[config.mk]
export PLATFORM = sky130hd
export DESIGN_NAME = sram_bus_arbiter_flat
export DESIGN_NICKNAME = d
export VERILOG_FILES = /design/src/rtl/cpu_bus_pkg.sv /design/src/rtl/sram_bus_arbiter_if.sv /design/src/rtl/bus_grant_pick.sv /design/src/rtl/sram_bus_arbiter.sv /design/src/flat_wrapper.sv
export SDC_FILE = /design/constraint.sdc
export NUM_CORES = 1
export LEC_CHECK = 0
export BUFFER_PORTS_ARGS = -buffer_cell sky130_fd_sc_hd__buf_2
export CAP_MARGIN = 20
export CORE_AREA = 2 2 118 120
export CTS_CLUSTER_SIZE = 14
export DETAILED_ROUTE_END_ITERATION = 7
export DIE_AREA = 0 0 120 122
export GPL_TIMING_DRIVEN = 0
export PLACE_DENSITY = 0.77
export SETUP_SLACK_MARGIN = 0.3
export SLEW_MARGIN = 5
export SYNTH_ARGS = -nofsm -noshare
export SYNTH_HDL_FRONTEND = slang
export SYNTH_SLANG_ARGS = --single-unit
[constraint.sdc]
create_clock -name clk -period 1.94 [get_ports clk]
set_clock_uncertainty 0.1 [all_clocks]
set_input_delay 0 -clock clk [delete_from_list [all_inputs] [get_ports clk]]
set_output_delay 0 -clock clk [all_outputs]
set_load 0.005 [all_outputs]
[src/rtl/cpu_bus_pkg.sv]
// Shared encodings for the CPU-side SRAM bus: FSM states, grant owners and
// transfer-size codes.
package cpu_bus_pkg;

    // Arbiter FSM state: one transaction walks IDLE -> ADDR -> DATA -> IDLE.
    typedef enum logic [1:0] {
        ST_IDLE = 2'd0,
        ST_ADDR = 2'd1,
        ST_DATA = 2'd2
    } state_e;

    // Which master currently owns the slave port.
    typedef enum logic [1:0] {
        OWN_NONE = 2'd0,
        OWN_INST = 2'd1,
        OWN_DATA = 2'd2
    } owner_e;

    // Transfer size encodings carried on *_size / m_size.
    localparam logic [1:0] SIZE_BYTE = 2'd0;
    localparam logic [1:0] SIZE_HALF = 2'd1;
    localparam logic [1:0] SIZE_WORD = 2'd2;

endpackage : cpu_bus_pkg

[src/rtl/sram_bus_arbiter_if.sv]
// SRAM-like request/handshake bundle. The master modport is the side that
// issues requests; the slave modport is the side that accepts them.
interface sram_bus_arbiter_if #(
    parameter int WIDTH = 32
);
    logic             req;
    logic             wr;
    logic [1:0]       size;
    logic [WIDTH-1:0] addr;
    logic [WIDTH-1:0] wdata;
    logic             addr_ok;
    logic             data_ok;
    logic [WIDTH-1:0] rdata;

    modport master (
        output req, wr, size, addr, wdata,
        input  addr_ok, data_ok, rdata
    );

    modport slave (
        input  req, wr, size, addr, wdata,
        output addr_ok, data_ok, rdata
    );
endinterface : sram_bus_arbiter_if

[src/rtl/bus_grant_pick.sv]
// Combinational arbitration: data beats inst unless inst has been passed over
// STARVE_LIMIT times in a row, in which case inst wins once. Also produces the
// starvation counter value to store when the grant is taken.
module bus_grant_pick
    import cpu_bus_pkg::*;
#(
    parameter int STARVE_LIMIT = 4,
    parameter int CNT_W        = 3
) (
    input  logic             inst_req,
    input  logic             data_req,
    input  logic [CNT_W-1:0] starve_cnt,
    output owner_e           winner,
    output logic [CNT_W-1:0] starve_cnt_next
);

    localparam logic [CNT_W-1:0] LIMIT_CNT = CNT_W'(STARVE_LIMIT);

    // Winner selection and starvation-counter update for a grant this cycle
    always_comb begin
        winner          = OWN_NONE;
        starve_cnt_next = starve_cnt;
        if (inst_req && (!data_req || starve_cnt == LIMIT_CNT)) begin
            winner          = OWN_INST;
            starve_cnt_next = '0;
        end else if (data_req) begin
            winner = OWN_DATA;
            if (!inst_req) begin
                starve_cnt_next = '0;
            end else if (starve_cnt != LIMIT_CNT) begin
                starve_cnt_next = starve_cnt + CNT_W'(1);
            end
        end
    end

endmodule : bus_grant_pick

[src/rtl/sram_bus_arbiter.sv]
// Shares one SRAM-like slave port between the instruction-fetch master and
// the data-memory master. One transaction is outstanding at a time; the
// winning request is latched so the slave sees stable fields until m_addr_ok.
module sram_bus_arbiter
    import cpu_bus_pkg::*;
#(
    parameter int WIDTH        = 32,
    parameter int STARVE_LIMIT = 4
) (
    input  logic                clk,
    input  logic                rst,        // asynchronous, active-low
    sram_bus_arbiter_if.slave   inst_bus,
    sram_bus_arbiter_if.slave   data_bus,
    sram_bus_arbiter_if.master  m_bus
);

    localparam int CNT_W = $clog2(STARVE_LIMIT + 1);

    state_e             state_q,  state_d;
    owner_e             owner_q,  owner_d;
    logic [CNT_W-1:0]   starve_q, starve_d;
    logic               wr_q,     wr_d;
    logic [1:0]         size_q,   size_d;
    logic [WIDTH-1:0]   addr_q,   addr_d;
    logic [WIDTH-1:0]   wdata_q,  wdata_d;

    owner_e             winner;
    logic [CNT_W-1:0]   starve_pick;
    logic               addr_hs;
    logic               data_hs;

    bus_grant_pick #(
        .STARVE_LIMIT (STARVE_LIMIT),
        .CNT_W        (CNT_W)
    ) u_grant_pick (
        .inst_req        (inst_bus.req),
        .data_req        (data_bus.req),
        .starve_cnt      (starve_q),
        .winner          (winner),
        .starve_cnt_next (starve_pick)
    );

    // Slave handshakes only count in the state that expects them; anything
    // else is a protocol error and is ignored.
    assign addr_hs = (state_q == ST_ADDR) && m_bus.addr_ok;
    assign data_hs = (state_q == ST_DATA) && m_bus.data_ok;

    // State register plus latched request fields
    always_ff @(posedge clk or negedge rst) begin
        if (!rst) begin
            state_q  <= ST_IDLE;
            owner_q  <= OWN_NONE;
            starve_q <= '0;
            wr_q     <= 1'b0;
            size_q   <= SIZE_BYTE;
            addr_q   <= '0;
            wdata_q  <= '0;
        end else begin
            state_q  <= state_d;
            owner_q  <= owner_d;
            starve_q <= starve_d;
            wr_q     <= wr_d;
            size_q   <= size_d;
            addr_q   <= addr_d;
            wdata_q  <= wdata_d;
        end
    end

    // Next-state logic: grant and latch in IDLE, wait for slave handshakes
    always_comb begin
        state_d  = state_q;
        owner_d  = owner_q;
        starve_d = starve_q;
        wr_d     = wr_q;
        size_d   = size_q;
        addr_d   = addr_q;
        wdata_d  = wdata_q;
        case (state_q)
            ST_IDLE: begin
                if (winner == OWN_INST) begin
                    state_d  = ST_ADDR;
                    owner_d  = OWN_INST;
                    starve_d = starve_pick;
                    wr_d     = inst_bus.wr;
                    size_d   = inst_bus.size;
                    addr_d   = inst_bus.addr;
                    wdata_d  = inst_bus.wdata;
                end else if (winner == OWN_DATA) begin
                    state_d  = ST_ADDR;
                    owner_d  = OWN_DATA;
                    starve_d = starve_pick;
                    wr_d     = data_bus.wr;
                    size_d   = data_bus.size;
                    addr_d   = data_bus.addr;
                    wdata_d  = data_bus.wdata;
                end
            end
            ST_ADDR: begin
                if (addr_hs) begin
                    state_d = ST_DATA;
                end
            end
            ST_DATA: begin
                if (data_hs) begin
                    state_d = ST_IDLE;
                    owner_d = OWN_NONE;
                end
            end
            default: begin
                state_d = ST_IDLE;
                owner_d = OWN_NONE;
            end
        endcase
    end

    // Slave-side outputs come straight from the latched request
    always_comb begin
        m_bus.req   = (state_q == ST_ADDR);
        m_bus.wr    = wr_q;
        m_bus.size  = size_q;
        m_bus.addr  = addr_q;
        m_bus.wdata = wdata_q;
    end

    // Handshakes are steered to the owner only; read data is broadcast
    always_comb begin
        inst_bus.addr_ok = addr_hs && (owner_q == OWN_INST);
        inst_bus.data_ok = data_hs && (owner_q == OWN_INST);
        data_bus.addr_ok = addr_hs && (owner_q == OWN_DATA);
        data_bus.data_ok = data_hs && (owner_q == OWN_DATA);
        inst_bus.rdata   = m_bus.rdata;
        data_bus.rdata   = m_bus.rdata;
    end

endmodule : sram_bus_arbiter

[src/flat_wrapper.sv]
// flat-port wrapper written by rule: the top's interface ports become plain ports
module sram_bus_arbiter_flat import cpu_bus_pkg::*;
#(
    parameter int WIDTH        = 32,
    parameter int STARVE_LIMIT = 4
)
  (clk, rst, inst_bus_req, inst_bus_wr, inst_bus_size, inst_bus_addr, inst_bus_wdata, inst_bus_addr_ok, inst_bus_data_ok, inst_bus_rdata, data_bus_req, data_bus_wr, data_bus_size, data_bus_addr, data_bus_wdata, data_bus_addr_ok, data_bus_data_ok, data_bus_rdata, m_bus_req, m_bus_wr, m_bus_size, m_bus_addr, m_bus_wdata, m_bus_addr_ok, m_bus_data_ok, m_bus_rdata);
  sram_bus_arbiter_if #(.WIDTH(WIDTH)) inst_bus_i ();
  sram_bus_arbiter_if #(.WIDTH(WIDTH)) data_bus_i ();
  sram_bus_arbiter_if #(.WIDTH(WIDTH)) m_bus_i ();
  input  logic clk;
  input  logic rst;
  input wire logic [$bits(inst_bus_i.req)-1:0] inst_bus_req;
  input wire logic [$bits(inst_bus_i.wr)-1:0] inst_bus_wr;
  input wire logic [$bits(inst_bus_i.size)-1:0] inst_bus_size;
  input wire logic [$bits(inst_bus_i.addr)-1:0] inst_bus_addr;
  input wire logic [$bits(inst_bus_i.wdata)-1:0] inst_bus_wdata;
  output wire logic [$bits(inst_bus_i.addr_ok)-1:0] inst_bus_addr_ok;
  output wire logic [$bits(inst_bus_i.data_ok)-1:0] inst_bus_data_ok;
  output wire logic [$bits(inst_bus_i.rdata)-1:0] inst_bus_rdata;
  input wire logic [$bits(data_bus_i.req)-1:0] data_bus_req;
  input wire logic [$bits(data_bus_i.wr)-1:0] data_bus_wr;
  input wire logic [$bits(data_bus_i.size)-1:0] data_bus_size;
  input wire logic [$bits(data_bus_i.addr)-1:0] data_bus_addr;
  input wire logic [$bits(data_bus_i.wdata)-1:0] data_bus_wdata;
  output wire logic [$bits(data_bus_i.addr_ok)-1:0] data_bus_addr_ok;
  output wire logic [$bits(data_bus_i.data_ok)-1:0] data_bus_data_ok;
  output wire logic [$bits(data_bus_i.rdata)-1:0] data_bus_rdata;
  output wire logic [$bits(m_bus_i.req)-1:0] m_bus_req;
  output wire logic [$bits(m_bus_i.wr)-1:0] m_bus_wr;
  output wire logic [$bits(m_bus_i.size)-1:0] m_bus_size;
  output wire logic [$bits(m_bus_i.addr)-1:0] m_bus_addr;
  output wire logic [$bits(m_bus_i.wdata)-1:0] m_bus_wdata;
  input wire logic [$bits(m_bus_i.addr_ok)-1:0] m_bus_addr_ok;
  input wire logic [$bits(m_bus_i.data_ok)-1:0] m_bus_data_ok;
  input wire logic [$bits(m_bus_i.rdata)-1:0] m_bus_rdata;
  assign inst_bus_i.req = inst_bus_req;
  assign inst_bus_i.wr = inst_bus_wr;
  assign inst_bus_i.size = inst_bus_size;
  assign inst_bus_i.addr = inst_bus_addr;
  assign inst_bus_i.wdata = inst_bus_wdata;
  assign inst_bus_addr_ok = inst_bus_i.addr_ok;
  assign inst_bus_data_ok = inst_bus_i.data_ok;
  assign inst_bus_rdata = inst_bus_i.rdata;
  assign data_bus_i.req = data_bus_req;
  assign data_bus_i.wr = data_bus_wr;
  assign data_bus_i.size = data_bus_size;
  assign data_bus_i.addr = data_bus_addr;
  assign data_bus_i.wdata = data_bus_wdata;
  assign data_bus_addr_ok = data_bus_i.addr_ok;
  assign data_bus_data_ok = data_bus_i.data_ok;
  assign data_bus_rdata = data_bus_i.rdata;
  assign m_bus_req = m_bus_i.req;
  assign m_bus_wr = m_bus_i.wr;
  assign m_bus_size = m_bus_i.size;
  assign m_bus_addr = m_bus_i.addr;
  assign m_bus_wdata = m_bus_i.wdata;
  assign m_bus_i.addr_ok = m_bus_addr_ok;
  assign m_bus_i.data_ok = m_bus_data_ok;
  assign m_bus_i.rdata = m_bus_rdata;
  sram_bus_arbiter #(.WIDTH(WIDTH), .STARVE_LIMIT(STARVE_LIMIT)) u_core (.clk(clk), .rst(rst), .inst_bus(inst_bus_i), .data_bus(data_bus_i), .m_bus(m_bus_i));
endmodule
==> impl_results.md <==
- Leakage power: 3.72 nW
- Fill count: 1,152
- Synthesis Warnings: 0
- Rel. slew slack: 52.3%
- RSZ-0062 raised after global routing: true
- Mapped Cells: 498
- Leading area contributor after synthesis: dfrtp_1
- Power density cells: 1090 mW/mm²
- Layout overhead on the synthesized area: 84.2%
- Routed vias: 5,841
- PortBufs: 274
- Total Wirelength: 20,000 µm
- Layout cells sized above 1: 45.9%
- Initial antenna violation count: 0
- EDFF count, synth: 0
- Setup_tns: 0 ns
- Worst setup endpoint: u_core.m_bus.wdata[21]$_DFFE_PN0P_
- Avg Synthesized Cell Area: 8.79 µm²
- PnR Total Power: 8.83 mW
- Ys async rst share: 100%
- Worst setup SP type: register
- Fin. max-slew vios: 0
- Actual slew at the worst max-slew pin: 0.715 ns
- CTS sink count: 74
- Row count: 43
- DRC Markers: 0
- Most numerous cell in the Yosys netlist: dfrtp_1
- Fin cells: 1,125
- R2r setup slk: 0.31 ns
- Fmax: 613 MHz
- Via density: 5.19
- Main synth FF type: dfrtp_1
- GRT Util Overall: 25.5%
- Clock-pin slew on the worst setup and hold paths: 0.06 ns
- Antenna cells: 0
- Clock tree buffer depth: 2
- Htree depth: 3
- CTS tree: yes
- Outcome: finished clean
- Synth area leaders: dfrtp_1 (42%), buf_4 (11%), a21oi_1 (7.7%)
- Synthesized flop and latch total: 74
- Die Height: 122 µm
- Post-DP HPWL: 11,600 µm
- Post-route ant nets: 0
- TritonRoute pass-1 iters: 4
- First-pass GRT wire length: 29,300 µm
- Final Hold Fails: 0
- Placed cell count: 953
- Core Area: 0.0135 mm²
- Hold Path Class: in2async
- Sequential area share after synthesis: 42.3%
- Clock latency on the worst-skew pair: 0.34 ns
- Num CTS Buffers: 9
- CP arrival: 1.74 ns
- Largest net degree at the start of global routing: 40
- Min Clock Period, post-route: 1.63 ns
- Reg area: 0.00185 mm²
- VDD IR max: 0.000622 V
- Clock root cell: clkbuf_16
- Critical register-to-register path startpoint: u_core.starve_q[0]$_DFFE_PN0P_
- Final #Nets: 1,114
- Die W: 120 µm
- Vias in the first global route: 5,697
- Total of max-cap violations: 0
- 1st-iter DRT viols: 502
- CP Launch Point: u_core.starve_q[0]$_DFFE_PN0P_
- Synthesized area: 0.00438 mm²
- Top-level port count: 308
- Final setup viols: 0
- Reg2reg end: u_core.m_bus.wdata[21]$_DFFE_PN0P_
- Most frequent cells after synthesis: dfrtp_1 (74), a21oi_1 (67), nand3_1 (67)
- GRT Residual Overflow: 0
- DIE AREA: 0.0146 mm²
- Synth cell types: 32
- Multi-input logic area: 0.00183 mm²
- R2r worst-path depth: 7
- CP endpoint kind: register
- Syn Nets: 672
- Placer Congestion: 0.804
- Top-area cell type share of the netlist area: 42.3%
- Wire per inst: 17.7 µm
- CP required: 2.04 ns
- Period utilization: 84.1%
- Critical path peak fanout: 10
- Critical path type: reg2reg
- Initial Utilization: 32.4%
[logic make-up after synthesis]
family / share of synthesized area [%]
AOI/OAI and AO/OA: 30.0
muxes: 0.257
DFF: 42.3
and+or+nand+nor: 10.1
buffers and inverters: 16.9
adders and majority gates: 0.571
[registers in the layout, summed over array words and instances (netlist names)]
name / flops
u_core.m_bus.addr: 32
u_core.m_bus.wdata: 32
u_core.starve_q: 3
u_core.m_bus.size: 2
u_core.owner_q: 2
u_core.state_q: 2
u_core.m_bus.wr: 1
[through the flow]
stage	instance area (µm²)	worst slack [ns]	hold slack [ns]	utilization, %
2_1_floorplan	4390	0.316	-0.396	-
3_3_place_gp	5980	-0.143	0.0662	44.3
3_5_place_dp	6010	-0.146	-0.103	44.5
4_1_cts	7850	0.297	0.0662	58.1
5_1_grt	8070	0.250	0.0690	59.7
6_report	8070	0.308	0.0655	59.7
[placed cells by master (no fill, tap or decap), types with 2 or more instances in the layout]
master / Yosys / routed
buf_2: 11 / 282
dlygate4sd3_1: 0 / 139
buf_4: 64 / 79
dfrtp_1: 74 / 74
nand3_1: 67 / 67
a21oi_1: 67 / 67
o21ai_0: 66 / 53
a31oi_1: 48 / 48
clkbuf_1: 38 / 22
a31oi_2: 20 / 20
o21ai_1: 2 / 15
clkbuf_16: 0 / 13
nor2_1: 7 / 6
buf_8: 0 / 6
buf_12: 0 / 6
buf_6: 4 / 5
clkbuf_2: 0 / 5
inv_2: 1 / 3
nand2b_1: 3 / 3
nor3b_1: 3 / 3
clkbuf_4: 0 / 3
clkinv_2: 0 / 3
nand2_1: 3 / 2
o22ai_1: 2 / 2
[report_power, final]
group	switching [mW]	internal (mW)	total (mW)
Sequential	0.452	2.32	2.77
Combinational	2.21	2.31	4.52
Clock	0.645	0.896	1.54
[cell type report]
type / instances / share of cell area, %
buffer: 116 / 10.8
clock buffer: 13 / 3.10
clock inverter: 3 / 0.186
inverter: 4 / 0.186
multi-input combinational: 303 / 22.7
sequential: 74 / 23.0
tap: 180 / 2.79
timing repair buffer: 432 / 37.3
[worst max-delay path, cell delays in order, from the launching register on]
cell	delay (ns)
dfrtp_1	0.39
inv_2	0.08
ha_4	0.16
a21boi_4	0.09
buf_6	0.15
buf_8	0.13
o21ai_0	0.26
a31oi_2	0.12
[timing repair]
item / in CTS / in global routing
setup buffers: 6 / 8
hold endpoints to repair: 145 / 0
gates cloned: 0 / 4
hold buffers: 139 / 0
pin swaps: 2 / 29
setup endpoints to repair: 72 / 71
resized for setup: 40 / 48
[worst min path at each step]
stage / to / slack [ns] / depth (start not counted)
finish: u_core.m_bus.addr[21]$_DFFE_PN0P_ / 0.07 / 2
global route: inst_bus_rdata[3] / 0.07 / 2
CTS: u_core.m_bus.addr[21]$_DFFE_PN0P_ / 0.07 / 2
detailed placement: u_core.m_bus.addr[21]$_DFFE_PN0P_ / -0.10 / 1
global placement: data_bus_rdata[26] / 0.07 / 2
floorplan: u_core.m_bus.addr[0]$_DFFE_PN0P_ / -0.40 / 0
[per-layer routing]
layer / GRT usage [%] / vias up / wire length [µm]
met5: 0 / - / 0
met4: 10.3 / 0 / 464
met3: 6.74 / 46 / 1540
met2: 44.9 / 349 / 10400
met1: 29.6 / 2800 / 7540
li1: - / 2646 / -
Note: power is estimated with default switching activity, not from simulation.
